File: config.mk
export PLATFORM = sky130hd
export DESIGN_NAME = uart_packet_arbiter
export DESIGN_NICKNAME = d
export VERILOG_FILES = /design/src/rtl/Structures.sv /design/src/rtl/rr_picker.sv /design/src/rtl/uart_packet_arbiter.sv
export SDC_FILE = /design/constraint.sdc
export NUM_CORES = 1
export LEC_CHECK = 0
export CORE_MARGIN = 10
export CORE_UTILIZATION = 38
export CTS_BUF_LIST = sky130_fd_sc_hd__clkbuf_2
export DETAILED_ROUTE_END_ITERATION = 7
export PLACE_DENSITY = 0.92
export SETUP_SLACK_MARGIN = 0.02
export SLEW_MARGIN = 15
export SYNTH_ARGS = -nofsm -noshare
export SYNTH_HDL_FRONTEND = slang
export SYNTH_SLANG_ARGS = --single-unit
File: constraint.sdc
create_clock -name ipClk -period 2.5 [get_ports ipClk]
set_input_delay 0.5 -clock ipClk [delete_from_list [all_inputs] [get_ports ipClk]]
set_output_delay 0.5 -clock ipClk [all_outputs]
set_load 0.05 [all_outputs]
File: src/rtl/Structures.sv
// Structures: shared UART packet beat type plus arbiter state and sizing constants
package Structures;
    localparam int MAX_ARB_PORTS = 8;
    localparam int ARB_IDX_W = $clog2(MAX_ARB_PORTS);
    typedef struct packed {
        logic       Valid;
        logic       SoP;
        logic       EoP;
        logic [7:0] Source;
        logic [7:0] Destination;
        logic [7:0] Length;
        logic [7:0] Data;
    } UART_PACKET;
    typedef enum logic {IDLE, STREAM} ARB_STATE;
endpackage

File: src/rtl/rr_picker.sv
// rr_picker: round-robin one-hot pick, searching from last_i+1 with wraparound
module rr_picker
    import Structures::*;
#(
    parameter int N = 4
) (
    input  logic [N-1:0]           req_i,
    input  logic [ARB_IDX_W-1:0]   last_i,
    output logic [N-1:0]           grant_o,
    output logic                   found_o
);
    localparam int IW = (N > 1) ? $clog2(N) : 1;
    int idx;
    always_comb begin
        grant_o = '0;
        found_o = 1'b0;
        idx = 0;
        for (int k = 1; k <= N; k++) begin
            idx = (int'(last_i) + k) % N;
            if (!found_o && req_i[idx[IW-1:0]]) begin
                grant_o[idx[IW-1:0]] = 1'b1;
                found_o = 1'b1;
            end
        end
    end
endmodule

File: src/rtl/uart_packet_arbiter.sv
// uart_packet_arbiter: packet-locked round-robin mux of requester beats into one registered tx stream
module uart_packet_arbiter
    import Structures::*;
#(
    parameter int NUM_PORTS = 4
) (
    input  logic                 ipClk,
    input  logic                 ipReset,
    input  UART_PACKET           ipStream [NUM_PORTS],
    output logic [NUM_PORTS-1:0] opReady,
    output UART_PACKET           opTxStream,
    input  logic                 ipTxReady,
    output logic [NUM_PORTS-1:0] opGrant,
    output logic                 opBusy,
    output logic                 opDropped
);
    localparam logic [ARB_IDX_W-1:0] LAST_INIT = ARB_IDX_W'(NUM_PORTS - 1);
    ARB_STATE                 state_q, state_d;
    logic [NUM_PORTS-1:0]     grant_q, grant_d;
    logic [ARB_IDX_W-1:0]     last_q, last_d;
    UART_PACKET               tx_q, tx_d;
    logic [NUM_PORTS-1:0]     sop_req, orphan_req, win, orphan_win, ready;
    logic                     win_found, orphan_found, dropped;
    logic [ARB_IDX_W-1:0]     win_idx;
    UART_PACKET               owner_beat;
    always_comb begin
        sop_req = '0;
        orphan_req = '0;
        owner_beat = '0;
        win_idx = '0;
        for (int i = 0; i < NUM_PORTS; i++) begin
            sop_req[i] = ipStream[i].Valid && ipStream[i].SoP;
            orphan_req[i] = ipStream[i].Valid && !ipStream[i].SoP && !grant_q[i];
            if (grant_q[i]) owner_beat = ipStream[i];
            if (win[i]) win_idx = ARB_IDX_W'(i);
        end
    end
    rr_picker #(.N(NUM_PORTS)) u_arb (
        .req_i   (sop_req),
        .last_i  (last_q),
        .grant_o (win),
        .found_o (win_found)
    );
    // Fixed last of NUM_PORTS-1 turns the round-robin search into lowest-index-first.
    rr_picker #(.N(NUM_PORTS)) u_orphan (
        .req_i   (orphan_req),
        .last_i  (LAST_INIT),
        .grant_o (orphan_win),
        .found_o (orphan_found)
    );
    always_comb begin
        state_d = state_q;
        grant_d = grant_q;
        last_d = last_q;
        tx_d = tx_q;
        ready = '0;
        dropped = 1'b0;
        if (tx_q.Valid && ipTxReady) tx_d.Valid = 1'b0;
        if (state_q == IDLE) begin
            if (orphan_found) begin
                ready = orphan_win;
                dropped = 1'b1;
            end else if (win_found) begin
                grant_d = win;
                last_d = win_idx;
                state_d = STREAM;
            end
        end else begin
            ready = grant_q & {NUM_PORTS{!tx_q.Valid || ipTxReady}};
            if (owner_beat.Valid && |ready) begin
                tx_d = owner_beat;
                if (owner_beat.EoP) begin
                    state_d = IDLE;
                    grant_d = '0;
                end
            end
        end
    end
    always_ff @(posedge ipClk) begin
        if (!ipReset) begin
            state_q <= IDLE;
            grant_q <= '0;
            last_q <= LAST_INIT;
            tx_q <= '0;
        end else begin
            state_q <= state_d;
            grant_q <= grant_d;
            last_q <= last_d;
            tx_q <= tx_d;
        end
    end
    // Handshake outputs are forced low while reset is held so nothing is drained mid-reset.
    assign opReady = ipReset ? ready : '0;
    assign opDropped = ipReset && dropped;
    assign opTxStream = tx_q;
    assign opGrant = grant_q;
    assign opBusy = (state_q == STREAM);
endmodule
==> summary.md <==
| Metric | Value |
|---|---|
| Initial cell density of the core | 39.7% |
| Fin nets | 739 |
| Post-Synthesis Net Count | 541 |
| Met2 wirelength from detailed routing | 6.79 mm |
| IR drop worst, VDD | 0.000236 V |
| Number of enable-type register cells in the synthesized netlist | 0 |
| Floorplan row count | 31 |
| Worst slew margin | 61.5% |
| Post-synthesis to final-layout area growth | 80.4% |
| Worst setup path startpoint | ipStream[139] |
| Metal1 wirelength | 4.87 mm |
| Number of violations of the max-capacitance limit | 0 |
| Share of synthesized flip-flops with an asynchronous set or reset | 0% |
| Violation count after the first detailed-routing iteration | 178 |
| Maximum number of pins on one net before global-route repair | 40 |
| Adder and majority gate portion of the synthesized area | 3.44% |
| Status | completed |
| Depth of the CTS H-tree | 2 |
| Cells along the critical path | clkdlybuf4s50_1, nor3b_4, buf_6, nor2_1, a32oi_1, nor2_2, buf_12 |
| Syn avg cell area | 7.46 um^2 |
| Routed WL per cell | 19.6 um |
| Worst Hold Launch | opTxStream[33] |
| Number of buffers added on ports | 187 |
| Area share of and/or/nand/nor cells after synthesis | 19.5% |
| Highest net fanout along the worst path | 5 |
| PwrDens | 376 mW/mm^2 |
| Critical R2R Launch | last_q[0] |
| Vias in the first global route | 4183 |
| Highest attainable clock frequency | 0.404 GHz |
| Floorplan core area | 0.00733 mm^2 |
| Top Metal Used | met4 |
| DIE WIDTH | 108 um |
| Final core utilization | 71.6% |
| Buffer depth of the longest clock path | 2 |
| Final setup violation count | 0 |
| TritonCTS buffer count | 5 |
| Critical path launch point type | input port |
| CTS tree | done |
| Distinct cells, synth | 41 |
| Remaining number of nets flagged by the antenna check after routing | 0 |
| Fraction of final layout cells sized beyond drive strength 1 | 12.9% |
| Clock net sink count | 42 |
| Netlist area before placement | 0.00291 mm^2 |
| Static Leakage | 1.86 nW |
| Vias after detailed routing | 3957 |
| Wire length on met3 | 1.44 mm |
| Data arrival time of the worst path | 1.97 ns |
| Remaining DRCs | 0 |
| Delay of the slowest critical-path stage | 0.55 ns |
| Total gr overflow | 0 |
| Global-route wire length before repair | 20.9 mm |
| Initial antenna violation count | 0 |
| Number of antenna repair diodes | 0 |
| Number of top-level design ports | 188 |
| CP Capture Type | output pin |
| Fin. max-slew vios | 0 |
| GRT Resource Usage Total | 22.0% |
| Vias per cell | 5.75 |
| Synthesized-area fraction occupied by xor and xnor cells | 0% |
| CP max-delay cell | clkdlybuf4s50_1 |
| DRT Pass-1 Iters | 5 |
| Main flop type after synthesis | dfxtp_1 |
| Start-to-end type of the worst setup path | input port to output pin |
| Die footprint | 0.0116 mm^2 |
| Tightest Pin Transition | 0.576 ns |
| Portion of the post-synthesis area used by sequential elements | 28.9% |
| Root buffer selected by CTS | clkbuf_2 |
| Clock network latency to the later pin of the worst-skew pair | 0.39 ns |
| Total chip power | 0.00197 W |
| Clock slew seen by the registers of the worst setup and hold paths | 0.21 ns |
| Worst Hold Class | flop to flop |
| Multiplexer area fraction after synthesis | 2.45% |
| Half-perimeter wire length after placement | 10.4 mm |
| RSZ-0062 raised after global routing | true |
| Main combinational cell family by area after synthesis | compound AO/OA/AOI/OAI gates |
| Hold violation total from the final report | 0 |
| Count of synthesis-stage warnings from yosys | 0 |
| Part of the cycle the worst path needs | 98.9% |
| Critical path required time | 2.00 ns |
| Post-layout min period | 2.47 ns |
| Die Y-Extent | 108 um |
| Post-synthesis compound-gate area fraction | 40.1% |
| Gate count of the mapped netlist | 390 |
| Number of buffers inserted for hold repair after clock tree synthesis | 0 |
| Placer Congestion | 0.846 |
| Worst clock skew on the final layout | 0.00919 ns |
| Total of flip-flops plus latches after synthesis | 42 |
| Routed wire length | 13.5 mm |
==> cells in the mapped netlist, drive strengths merged, types with 2 or more instances <==
master  count  area (um^2)
a211oi      3         22.5
a21oi      10         53.8
a221o      35          350
a221oi      3         26.3
a22oi       4         30.0
a31o        2         17.5
a31oi       2         12.5
and2        5         33.8
buf         7         32.5
clkbuf     28          105
clkinv      2         7.51
dfxtp      42          841
ha          8          100
inv         5         18.8
mux4        3         71.3
nand2      50          188
nand2b      4         25.0
nand3      12         60.1
nand3b      2         15.0
nor2       44          165
nor2b       3         18.8
nor3        5         25.0
nor3b       2         15.0
o211ai     32          240
o21ai      66          330
==> area by class of cell <==
class | count | area, um^2
clock buffers | 6 | 30.0
inverters | 7 | 26.3
fillers | 536 | 2080
well taps | 99 | 124
flip-flops and latches | 42 | 850
multi-input cells | 306 | 1960
repair buffers | 226 | 2250
clock inverters | 2 | 8.76
==> placed cells by master (no fill, tap or decap), types with 2 or more instances in the layout <==
master / n
a211oi_1: 3
a21oi_1: 8
a221o_1: 35
a221oi_1: 3
a22oi_1: 4
a31o_2: 2
a31oi_1: 2
and2_1: 4
buf_12: 8
buf_4: 36
buf_6: 2
clkbuf_2: 6
clkdlybuf4s50_1: 177
clkinv_1: 3
dfxtp_1: 39
dfxtp_4: 2
dlygate4sd2_1: 2
ha_1: 8
inv_1: 4
mux4_2: 2
nand2_1: 50
nand2b_1: 4
nand3_1: 12
nand3b_1: 2
nor2_1: 40
nor2_2: 4
nor2b_1: 2
nor3_1: 4
o211ai_1: 32
o21ai_0: 65
==> final timing paths <==
check / endpoint / cells past startpoint / slack [ns]
max: opReady[2] / 7 / 0.03
min: opTxStream[33] / 2 / 0.52
max reg2reg: last_q[0] / 6 / 0.07
min reg2reg: opTxStream[33] / 2 / 0.52
==> routing by layer <==
metal / track usage (%) / vias to the layer above
li1: - / 1866
met1: 23.1 / 1820
met2: 39.2 / 230
met3: 8.62 / 41
met4: 7.73 / 0
met5: 0 / -
==> registers in the layout, summed over array words and instances (netlist names) <==
signal / flops
last_q: 2
opGrant: 4
opBusy: 1
opTxStream: 35
==> through the flow <==
stage | area [um^2] | TNS [ns] | hold slack [ns] | worst slack (ns) | std cells
finish | 5250 | 0 | 0.517 | 0.0263 | 688
floorplan | 2910 | 0 | 0.661 | 0.0488 | 390
detailed placement | 5150 | -2.02 | 0.479 | -0.247 | 678
global placement | 5150 | -0.721 | 0.466 | -0.171 | 678
CTS | 5200 | 0 | 0.523 | 0.0363 | 686
global route | 5250 | -0.0260 | 0.538 | -0.0260 | 688
==> critical path: cells and delay by family <==
kind,cells,cell delay [ns]
AO/OA/AOI/OAI,1,0.26
AND/OR/NAND/NOR,3,0.37
buffers and inverters,3,0.84
==> report_power, final <==
| group | switching, W | internal (W) |
|---|---|---|
| Clock | 0.000224 | 0.0000690 |
| Combinational | 0.000465 | 0.000480 |
| Sequential | 0.0000317 | 0.000703 |
| Total | 0.000721 | 0.00125 |
==> logic make-up after synthesis <==
logic type,Yosys count
flops,42
compound gates,165
buf+inv,42
fa+ha+maj,8
simple gates,130
mux,3
==> timing repair <==
action	in CTS	in global routing
hold endpoints to repair	0	0
resized for setup	8	11
setup buffers	0	2
setup endpoints to repair	4	5
pin swaps	1	3
(Power assumes the default switching activity.)
